`config.mk`:
```
export PLATFORM = sky130hd
export DESIGN_NAME = regfile_wb_ctrl
export DESIGN_NICKNAME = d
export VERILOG_FILES = /design/src/rtl/regfile_pkg.sv /design/src/rtl/rr_arbiter.sv /design/src/rtl/regfile_wb_ctrl.sv
export SDC_FILE = /design/constraint.sdc
export NUM_CORES = 1
export LEC_CHECK = 0
export ABC_AREA = 0
export CELL_PAD_IN_SITES_DETAIL_PLACEMENT = 0
export CELL_PAD_IN_SITES_GLOBAL_PLACEMENT = 1
export CORE_MARGIN = 2
export CORE_UTILIZATION = 24
export DETAILED_ROUTE_END_ITERATION = 8
export MAX_ROUTING_LAYER = met4
export PLACE_DENSITY = 0.83
export SLEW_MARGIN = 30
export SYNTH_ARGS = -nofsm -noshare
export SYNTH_HDL_FRONTEND = slang
export SYNTH_SLANG_ARGS = --single-unit
```
`constraint.sdc`:
```
create_clock -name clk -period 2.5 [get_ports clk]
set_clock_uncertainty 0.05 [all_clocks]
set_input_delay 0.375 -clock clk [delete_from_list [all_inputs] [get_ports clk]]
set_output_delay 0.375 -clock clk [all_outputs]
set_load 0.03 [all_outputs]
```
`src/rtl/regfile_pkg.sv`:
```
// Shared definitions for the register-file write-port controller.
// Imported by the top level and by testbenches that need the same constants.
package regfile_pkg;

    localparam int unsigned XLEN     = 32;
    localparam int unsigned REG_AW   = 5;
    localparam int unsigned NUM_REGS = 32;

    typedef enum logic {
        S_INIT = 1'b0,
        S_RUN  = 1'b1
    } wb_state_t;

endpackage

```
`src/rtl/rr_arbiter.sv`:
```
// Combinational round-robin arbiter: searches req starting at index ptr, wrapping mod N.
// Produces a one-hot grant and its index; shared by other arbiters in the core.
module rr_arbiter #(
    parameter int unsigned N = 3
) (
    input  logic [N-1:0]         req,
    input  logic [$clog2(N)-1:0] ptr,
    output logic [N-1:0]         gnt,
    output logic [$clog2(N)-1:0] gnt_idx
);

    localparam int unsigned PW = $clog2(N);

    logic        found;
    int unsigned idx;

    always_comb begin
        gnt     = '0;
        gnt_idx = '0;
        found   = 1'b0;
        idx     = 0;
        for (int unsigned k = 0; k < N; k++) begin
            idx = (32'(ptr) + k) % N;
            if (!found && req[idx]) begin
                found        = 1'b1;
                gnt[idx]     = 1'b1;
                gnt_idx      = PW'(idx);
            end
        end
    end

endmodule

```
`src/rtl/regfile_wb_ctrl.sv`:
```
// Register-file write-port controller: post-reset sweep of x1..x31, then
// round-robin sharing of the single write port among NREQ writeback sources.
module regfile_wb_ctrl #(
    parameter int unsigned     NREQ     = 3,
    parameter int unsigned     XLEN     = 32,
    parameter int unsigned     AW       = 5,
    parameter logic [XLEN-1:0] INIT_VAL = '0
) (
    input  logic                 clk,
    input  logic                 rst,
    input  logic [NREQ-1:0]      req_valid,
    input  logic [NREQ*AW-1:0]   req_addr,
    input  logic [NREQ*XLEN-1:0] req_data,
    output logic [NREQ-1:0]      req_ready,
    output logic                 init_done,
    output logic                 WE3,
    output logic [AW-1:0]        A3,
    output logic [XLEN-1:0]      WD3
);

    import regfile_pkg::*;

    localparam int unsigned PW = $clog2(NREQ);

    wb_state_t         state_q, state_d;
    logic [AW:0]       cnt_q;
    logic [PW-1:0]     rr_ptr;
    logic [NREQ-1:0]   gnt;
    logic [PW-1:0]     gnt_idx;
    logic              sweep_last;
    logic              hs;
    logic [AW-1:0]     addr_sel;
    logic [XLEN-1:0]   data_sel;

    rr_arbiter #(
        .N (NREQ)
    ) u_arb (
        .req     (req_valid),
        .ptr     (rr_ptr),
        .gnt     (gnt),
        .gnt_idx (gnt_idx)
    );

    // Counter runs one past the last register so the switch edge itself emits WE3=0.
    assign sweep_last = (cnt_q == (AW+1)'(NUM_REGS));
    assign hs         = |(req_valid & req_ready);
    assign addr_sel   = req_addr[gnt_idx*AW +: AW];
    assign data_sel   = req_data[gnt_idx*XLEN +: XLEN];

    always_ff @(posedge clk) begin
        if (rst) begin
            state_q <= S_INIT;
        end else begin
            state_q <= state_d;
        end
    end

    always_comb begin
        state_d   = state_q;
        req_ready = '0;
        case (state_q)
            S_INIT: begin
                if (sweep_last) begin
                    state_d = S_RUN;
                end
            end
            S_RUN: begin
                req_ready = gnt;
            end
            default: begin
                state_d = S_INIT;
            end
        endcase
    end

    always_ff @(posedge clk) begin
        if (rst) begin
            cnt_q     <= (AW+1)'(1);
            rr_ptr    <= '0;
            WE3       <= 1'b0;
            A3        <= '0;
            WD3       <= '0;
            init_done <= 1'b0;
        end else begin
            case (state_q)
                S_INIT: begin
                    if (sweep_last) begin
                        WE3       <= 1'b0;
                        init_done <= 1'b1;
                    end else begin
                        WE3   <= 1'b1;
                        A3    <= cnt_q[AW-1:0];
                        WD3   <= INIT_VAL;
                        cnt_q <= cnt_q + 1'b1;
                    end
                end
                S_RUN: begin
                    if (hs) begin
                        // x0 writes are accepted but never reach the array.
                        WE3    <= |addr_sel;
                        A3     <= addr_sel;
                        WD3    <= data_sel;
                        rr_ptr <= (gnt_idx == PW'(NREQ-1)) ? '0 : gnt_idx + 1'b1;
                    end else begin
                        WE3 <= 1'b0;
                    end
                end
                default: begin
                    WE3 <= 1'b0;
                end
            endcase
        end
    end

endmodule

```
* Word level (Yosys, flattened, before mapping) *
Cells that the tools add are included.
W data, S select, Z words.

word-level totals
  register bits after elaboration = 48
  latch bits = 0
  memory bits (writable) = 0
  bits in read-only memories = 0
  output and inout bits = 42
  memories = 0

operators by class
  add/subtract/negate cells = 4
  multiply operators = 1
  divide/modulo/power cells = 3
  order comparisons = 6
  eq/ne operators = 4
  shift-type cells = 2
  multiplexer cells = 33
  bitwise operators = 5
  reduce and logical (&&, ||, !) cells = 13

operators by type and width
  cell                     number
  $ge A32 B1 Y1 const B    3
  $lt A32 B3 Y1 const B    3
  $shiftx A96 B8 Y32       1
  $mod A32 B2 Y32 const B  2
  $mux W32                 2
  $pmux W32 S2             1
  $mod A2 B2 Y32 const B   1
  $shiftx A15 B6 Y5        1
  $mux W1                  12
  $mux W3                  4
  $mux W5                  2
  $pmux W5 S2              1
  $mux W2                  4
  $reduce_and A2 Y1        4
  $add A6 B1 Y6 const B    1
  $bmux W1 S2              3
  $demux W1 S2             3
  $eq A6 B6 Y1 const B     1
  $or A3 B3 Y3             2
  $logic_and A1 B1 Y1      5
  $mul A2 B3 Y5 const B    1
  $reduce_or A5 Y1         1
  $add A2 B1 Y3 const B    1
  $add A2 B2 Y3 const B    1
  other kinds (9)          11

* Logic depth before layout (Yosys ltp) *
  word-level depth = 15
  gate-level depth with buffers = 11
  depth with buffers taken out = 8

* Modules after synthesis *
From an unflattened synthesis, not the netlist that was laid out.

second synthesis, totals
  cell total of the unflattened synthesis = 401
  area total of the unflattened synthesis = 3,173.0 µm²

by module, submodules not included
  module           times used  cells an instance  area an instance (µm²)
  regfile_wb_ctrl  1           349                2,840.2
  rr_arbiter       1           52                 332.8

* Worst setup path after synthesis *
OpenSTA, ideal clock, no wires.

  path kind = register to output
  start point = register rr_ptr[0]
  end point = output req_ready[0]
  arrival time = 2,200 ps
  path slack = -125 ps
  stages on the path, launching flop included = 8
  path buffers = 1
  path through = dfxtp_1 inv_1 ha_1 buf_6 inv_1 nor4b_2 o21ai_1 a221oi_1

on the way
  longest elaborated chain between the ends = 11
  elaborated cells on any way between the ends = 38
  classes of those cells = add/sub (2); div (3); order compare (6); mux (18); bitwise (2); reduce/logical (7)

RTL lines
  element                                                                  RTL line                source
  start: declaration                                                       regfile_wb_ctrl.sv:27   logic [PW-1:0] rr_ptr;
  start signal: assignment                                                 regfile_wb_ctrl.sv:103  rr_ptr <= (gnt_idx == PW'(NREQ-1)) ? '0 : gnt_idx + 1'b1;
  $add A2 B1 Y3 or $mod A2 B2 Y32 (tied branches)                          rr_arbiter.sv:23        idx = (32'(ptr) + k) % N;
  $mod A32 B2 Y32, or another cell as far along                            rr_arbiter.sv:23
  $ge A32 B1 Y1 (implied by the code), or another cell as far along        rr_arbiter.sv:26        gnt[idx] = 1'b1;
  $logic_and A1 B1 Y1 (implied by the code), or another cell as far along  rr_arbiter.sv:26
  $mux W1 (implied by the code), or another cell as far along              rr_arbiter.sv:26
  $demux W1 S2, or another cell as far along                               --
  $or A3 B3 Y3 (no source line) or $mux W1 (tied branches)                 --
  $mux W3 or $logic_not A1 Y1 (tied branches)                              rr_arbiter.sv:24        if (!found && req[idx]) begin
  $or A3 B3 Y3 (no source line) or $logic_and A1 B1 Y1 (tied branches)     --
  $mux W3 *                                                                rr_arbiter.sv:24
  $mux W3 *                                                                regfile_wb_ctrl.sv:61   case (state_q)
  end: declaration                                                         regfile_wb_ctrl.sv:14   output logic [NREQ-1:0] req_ready,

Mark *: on every way between the ends. The rest lies on a longest branch, timed or not. The select of a mux whose other input is x is not followed.

* Worst setup path in the final report *
  start point = register rr_ptr[0]
  end point = register WD3[10]

on the way
  longest elaborated chain between the ends = 15
  elaborated cells on any way between the ends = 48
  classes of those cells = add/sub (2); div (3); order compare (6); eq/ne (1); shift (1); mux (23); bitwise (3); reduce/logical (9)

RTL lines
  element                                                                  RTL line                source
  $add A2 B1 Y3 or $mod A2 B2 Y32 (tied branches)                          rr_arbiter.sv:23
  $mod A32 B2 Y32, or another cell as far along                            rr_arbiter.sv:23
  $ge A32 B1 Y1 (implied by the code), or another cell as far along        rr_arbiter.sv:26
  $logic_and A1 B1 Y1 (implied by the code), or another cell as far along  rr_arbiter.sv:26
  $mux W1 (implied by the code), or another cell as far along              rr_arbiter.sv:26
  $demux W1 S2, or another cell as far along                               --
  $or A3 B3 Y3 (no source line) or $mux W1 (tied branches)                 --
  $mux W3 or $logic_not A1 Y1 (tied branches)                              rr_arbiter.sv:24
  $or A3 B3 Y3 (no source line) or $logic_and A1 B1 Y1 (tied branches)     --
  $mux W3                                                                  rr_arbiter.sv:24
  $mux W3                                                                  regfile_wb_ctrl.sv:61
  $and A3 B3 Y3                                                            regfile_wb_ctrl.sv:46   assign hs = |(req_valid & req_ready);
  $reduce_or A3 Y1                                                         regfile_wb_ctrl.sv:46
  $ne A2 B1 Y1 (no source line)                                            --
  $reduce_and A2 Y1 (no source line)                                       --
  end signal: assignment                                                   regfile_wb_ctrl.sv:102  WD3 <= data_sel;
  end: declaration                                                         regfile_wb_ctrl.sv:18   output logic [XLEN-1:0] WD3

Several ways; a longest one is shown, not always the timed one. The select of a mux whose other input is x is not followed.
A chain may end at the register's enable or synchronous reset.

==> flow_summary.toml <==
[status]
status = "finished with violations"
violations = "negative setup slack"

[floorplanning]
coreArea_sq_mm = 0.0121
fp.dieH_microns = 115
die_w_microns = 115
rows = 40
dieArea_sq_mm = 0.0133
ioPinCount = 158
initial_core_util = 0.246

[finish]
syn_to_final_growth_pct = 89.0
regArea_sq_um = 968
multi_input_area_sq_mm = 0.00208
drive_gt1_frac = 0.205
design_area_sq_mm = 0.00562
antenna_cells = 0
layout_commonest_cell = "clkdlybuf4s50_1"
nets = 706
final_cell_mix = "clkdlybuf4s50_1 (152), nand2_1 (80), buf_4 (50)"
nFillCells = 1136

[sta]
post-route-period-util = 1.01
worst_pin_slew_ns = 0.477
setup_violations = 21
hold_ws_ns = 0.425
hold_viol = 0
fmax_mhz = 395
worst_slack_ns = -0.0332
period_needed_ns = 2.53
slew_violations = 0
maxSlewHeadroom = 0.678
rsz0062_at_grt = "true"
tns_ns = -0.408

[critical_path]
crit_fanout = 16
worst-r2r-cell-count = 9
rr_endpoint = "WD3[10]"
worstSetupEndpointType = "flip-flop"
cp-start-kind = "flip-flop"
reg2reg_slack_ns = -0.03
reg2reg_from = "rr_ptr[0]"
cp.required_ns = 2.68
crit_type = "flip-flop to flip-flop"
crit_arrival_ns = 2.72

[clock_network]
clk_pin_slew_ns = 0.07
insertion_delay_ns = 0.29
clock_path_buffers = 2
ctsHtreeMaxLevel = 2
cts-hold-fix-buffers = 0
cts-root-buf = "clkbuf_16"
cts_sinks = 48
cts-buffers-inserted = 5
tritoncts = "yes"

[logic_synthesis]
async_flop_share = 0
synth_top_family_by_area = "compound AO/OA/AOI/OAI gates"
synth_fp_nets = 509
syn-cell-area_sq_mm = 0.00297
synthCells = 387
yosysWarningCount = 0
synthMuxAreaShare = 0.0295
synth_edf_count = 0
yosysSeqAreaShare = 0.323
synth_cell_types = 57
yosys.area_share.simple = 0.248
synth-xor-area-share = 0.0147
synth_seq_cells = 48
synth_compound_area_frac = 0.293
syn_area_per_cell_sq_um = 7.68
synth_fa_ha_area_frac = 0.0253
ys.flop_type = "dfxtp_1"

[placement]
gp_congestion = 0.919
hpwl_microns = 8810
post_dp_cell_area_sq_mm = 0.00500
io_buffers = 157

[power_and_ir_drop]
irDropWorstVdd_mv = 0.276
p_leak_nw = 2.17
power.density_mw_per_mm2 = 356

[drt]
drc = 0
ant_nets = 0
drt-vias-per-instance = 5.03
drt_first_pass_iters = 4
drt-wirelength-per-cell_microns = 16.8
vias = 3786
wl_microns = 12600
drtIter0Drc = 230

[grt]
grt_max_degree = 37
grt_pass1_vias = 3532
antenna_found_initial = 0
gr-total-overflow = 0
track_usage = 0.173
grt_pass1_wl_microns = 17700

[worst_hold_path]
hold_depth = 1
hp-class = "flip-flop to flip-flop"
hp-start = "WD3[27]"
whs_endpoint = "WD3[27]"

[job]
cap_violations = 0
synth_stat cells, types with 3 or more instances:
master	instances	area share
a211oi_1	5	0.013
a21oi_1	9	0.015
a22o_1	32	0.094
a31oi_1	39	0.082
buf_2	6	0.010
buf_6	5	0.019
clkbuf_1	14	0.018
dfxtp_1	48	0.32
ha_1	6	0.025
inv_1	10	0.013
mux2_2	3	0.011
mux2i_1	4	0.013
nand2_1	80	0.10
nand3_1	6	0.010
nor2_1	46	0.058
nor2b_1	7	0.015
nor3_1	3	0.0050
nor4_1	8	0.017
o211ai_1	3	0.0076
o21ai_0	3	0.0050
o21ai_1	3	0.0050
o22ai_1	4	0.0084
xor2_1	3	0.0088
how the worst max path moves through the flow:
stage | to | slack, ns | from
after floorplan | WD3[0] | 0.007 | rr_ptr[0]
after global placement | WD3[12] | -0.17 | req_valid[0]
after detailed placement | WD3[6] | -0.26 | req_valid[0]
after CTS | req_ready[0] | -0.03 | rr_ptr[0]
after global routing | WD3[4] | -0.09 | rr_ptr[0]
final | WD3[10] | -0.03 | rr_ptr[0]
area by class of cell:
cell class                      count  area share
Clock inverter                      3     0.00824
Tap cell                          168      0.0374
Multi-Input combinational cell    303       0.371
Inverter                           10     0.00713
Clock buffer                        5      0.0223
Timing Repair Buffer              216       0.382
Sequential cell                    48       0.172
worst max-delay path, cell delays in order, from the launching register on:
cell and delay (ns):
dfxtp_4 0.37, inv_2 0.06, ha_4 0.25, mux2i_2 0.17, or3_1 0.34, a32o_2 0.28, a21o_4 0.23, a31oi_4 0.32
clkbuf_16 0.25, a22o_1 0.14
logic make-up (layout without fill, tap and decap cells):
| logic type | Yosys count | count (layout) |
|---|---|---|
| AO/OA/AOI/OAI | 118 | 118 |
| flip-flops | 48 | 48 |
| XOR/XNOR | 5 | 5 |
| multiplexers | 8 | 8 |
| buffers and inverters | 39 | 234 |
| adder cells (fa/ha/maj) | 6 | 6 |
| AND/OR/NAND/NOR | 163 | 166 |
power breakdown:
group	total (W)	internal, W	switching [W]	leakage, nW
sequential	0.000784	0.000774	0.0000104	0.390
clock	0.000768	0.000475	0.000293	0.0804
combinational	0.000448	0.000268	0.000180	1.70
total	0.00200	0.00152	0.000484	2.17
flip-flops by register name, summed over array words and instances, names as in the netlist:
register	count
state_q	1
WE3	1
cnt_q	6
init_done	1
WD3	32
A3	5
rr_ptr	2
per-stage QoR:
| step | total power [W] | util | std cells | setup slack, ns |
|---|---|---|---|---|
| 6_report | 0.00200 | 0.466 | 753 | -0.0332 |
| 5_1_grt | 0.00209 | 0.466 | 753 | -0.0935 |
| 4_1_cts | 0.00201 | 0.441 | 739 | -0.0346 |
| 3_5_place_dp | 0.00123 | 0.414 | 726 | -0.263 |
| 3_3_place_gp | 0.00123 | 0.414 | 726 | -0.167 |
| 2_1_floorplan | 0.000962 | - | 387 | 0.00737 |
layer usage:
| layer | up-vias | global-route usage | share of wire |
|---|---|---|---|
| met4 | 0 | 0.0378 | 0.018 |
| met2 | 162 | 0.300 | 0.50 |
| met3 | 14 | 0.0322 | 0.071 |
| met5 | - | - | 0 |
| met1 | 1799 | 0.209 | 0.42 |
| li1 | 1811 | - | - |
what timing repair did:
item                                    in CTS  in global routing
setup buffers                                4                 11
pin swaps                                    5                 28
endpoints found under the setup margin      39                 40
resized for setup                           21                 30
cloned                                       1                  4
Power figures use the tool's default switching activity.
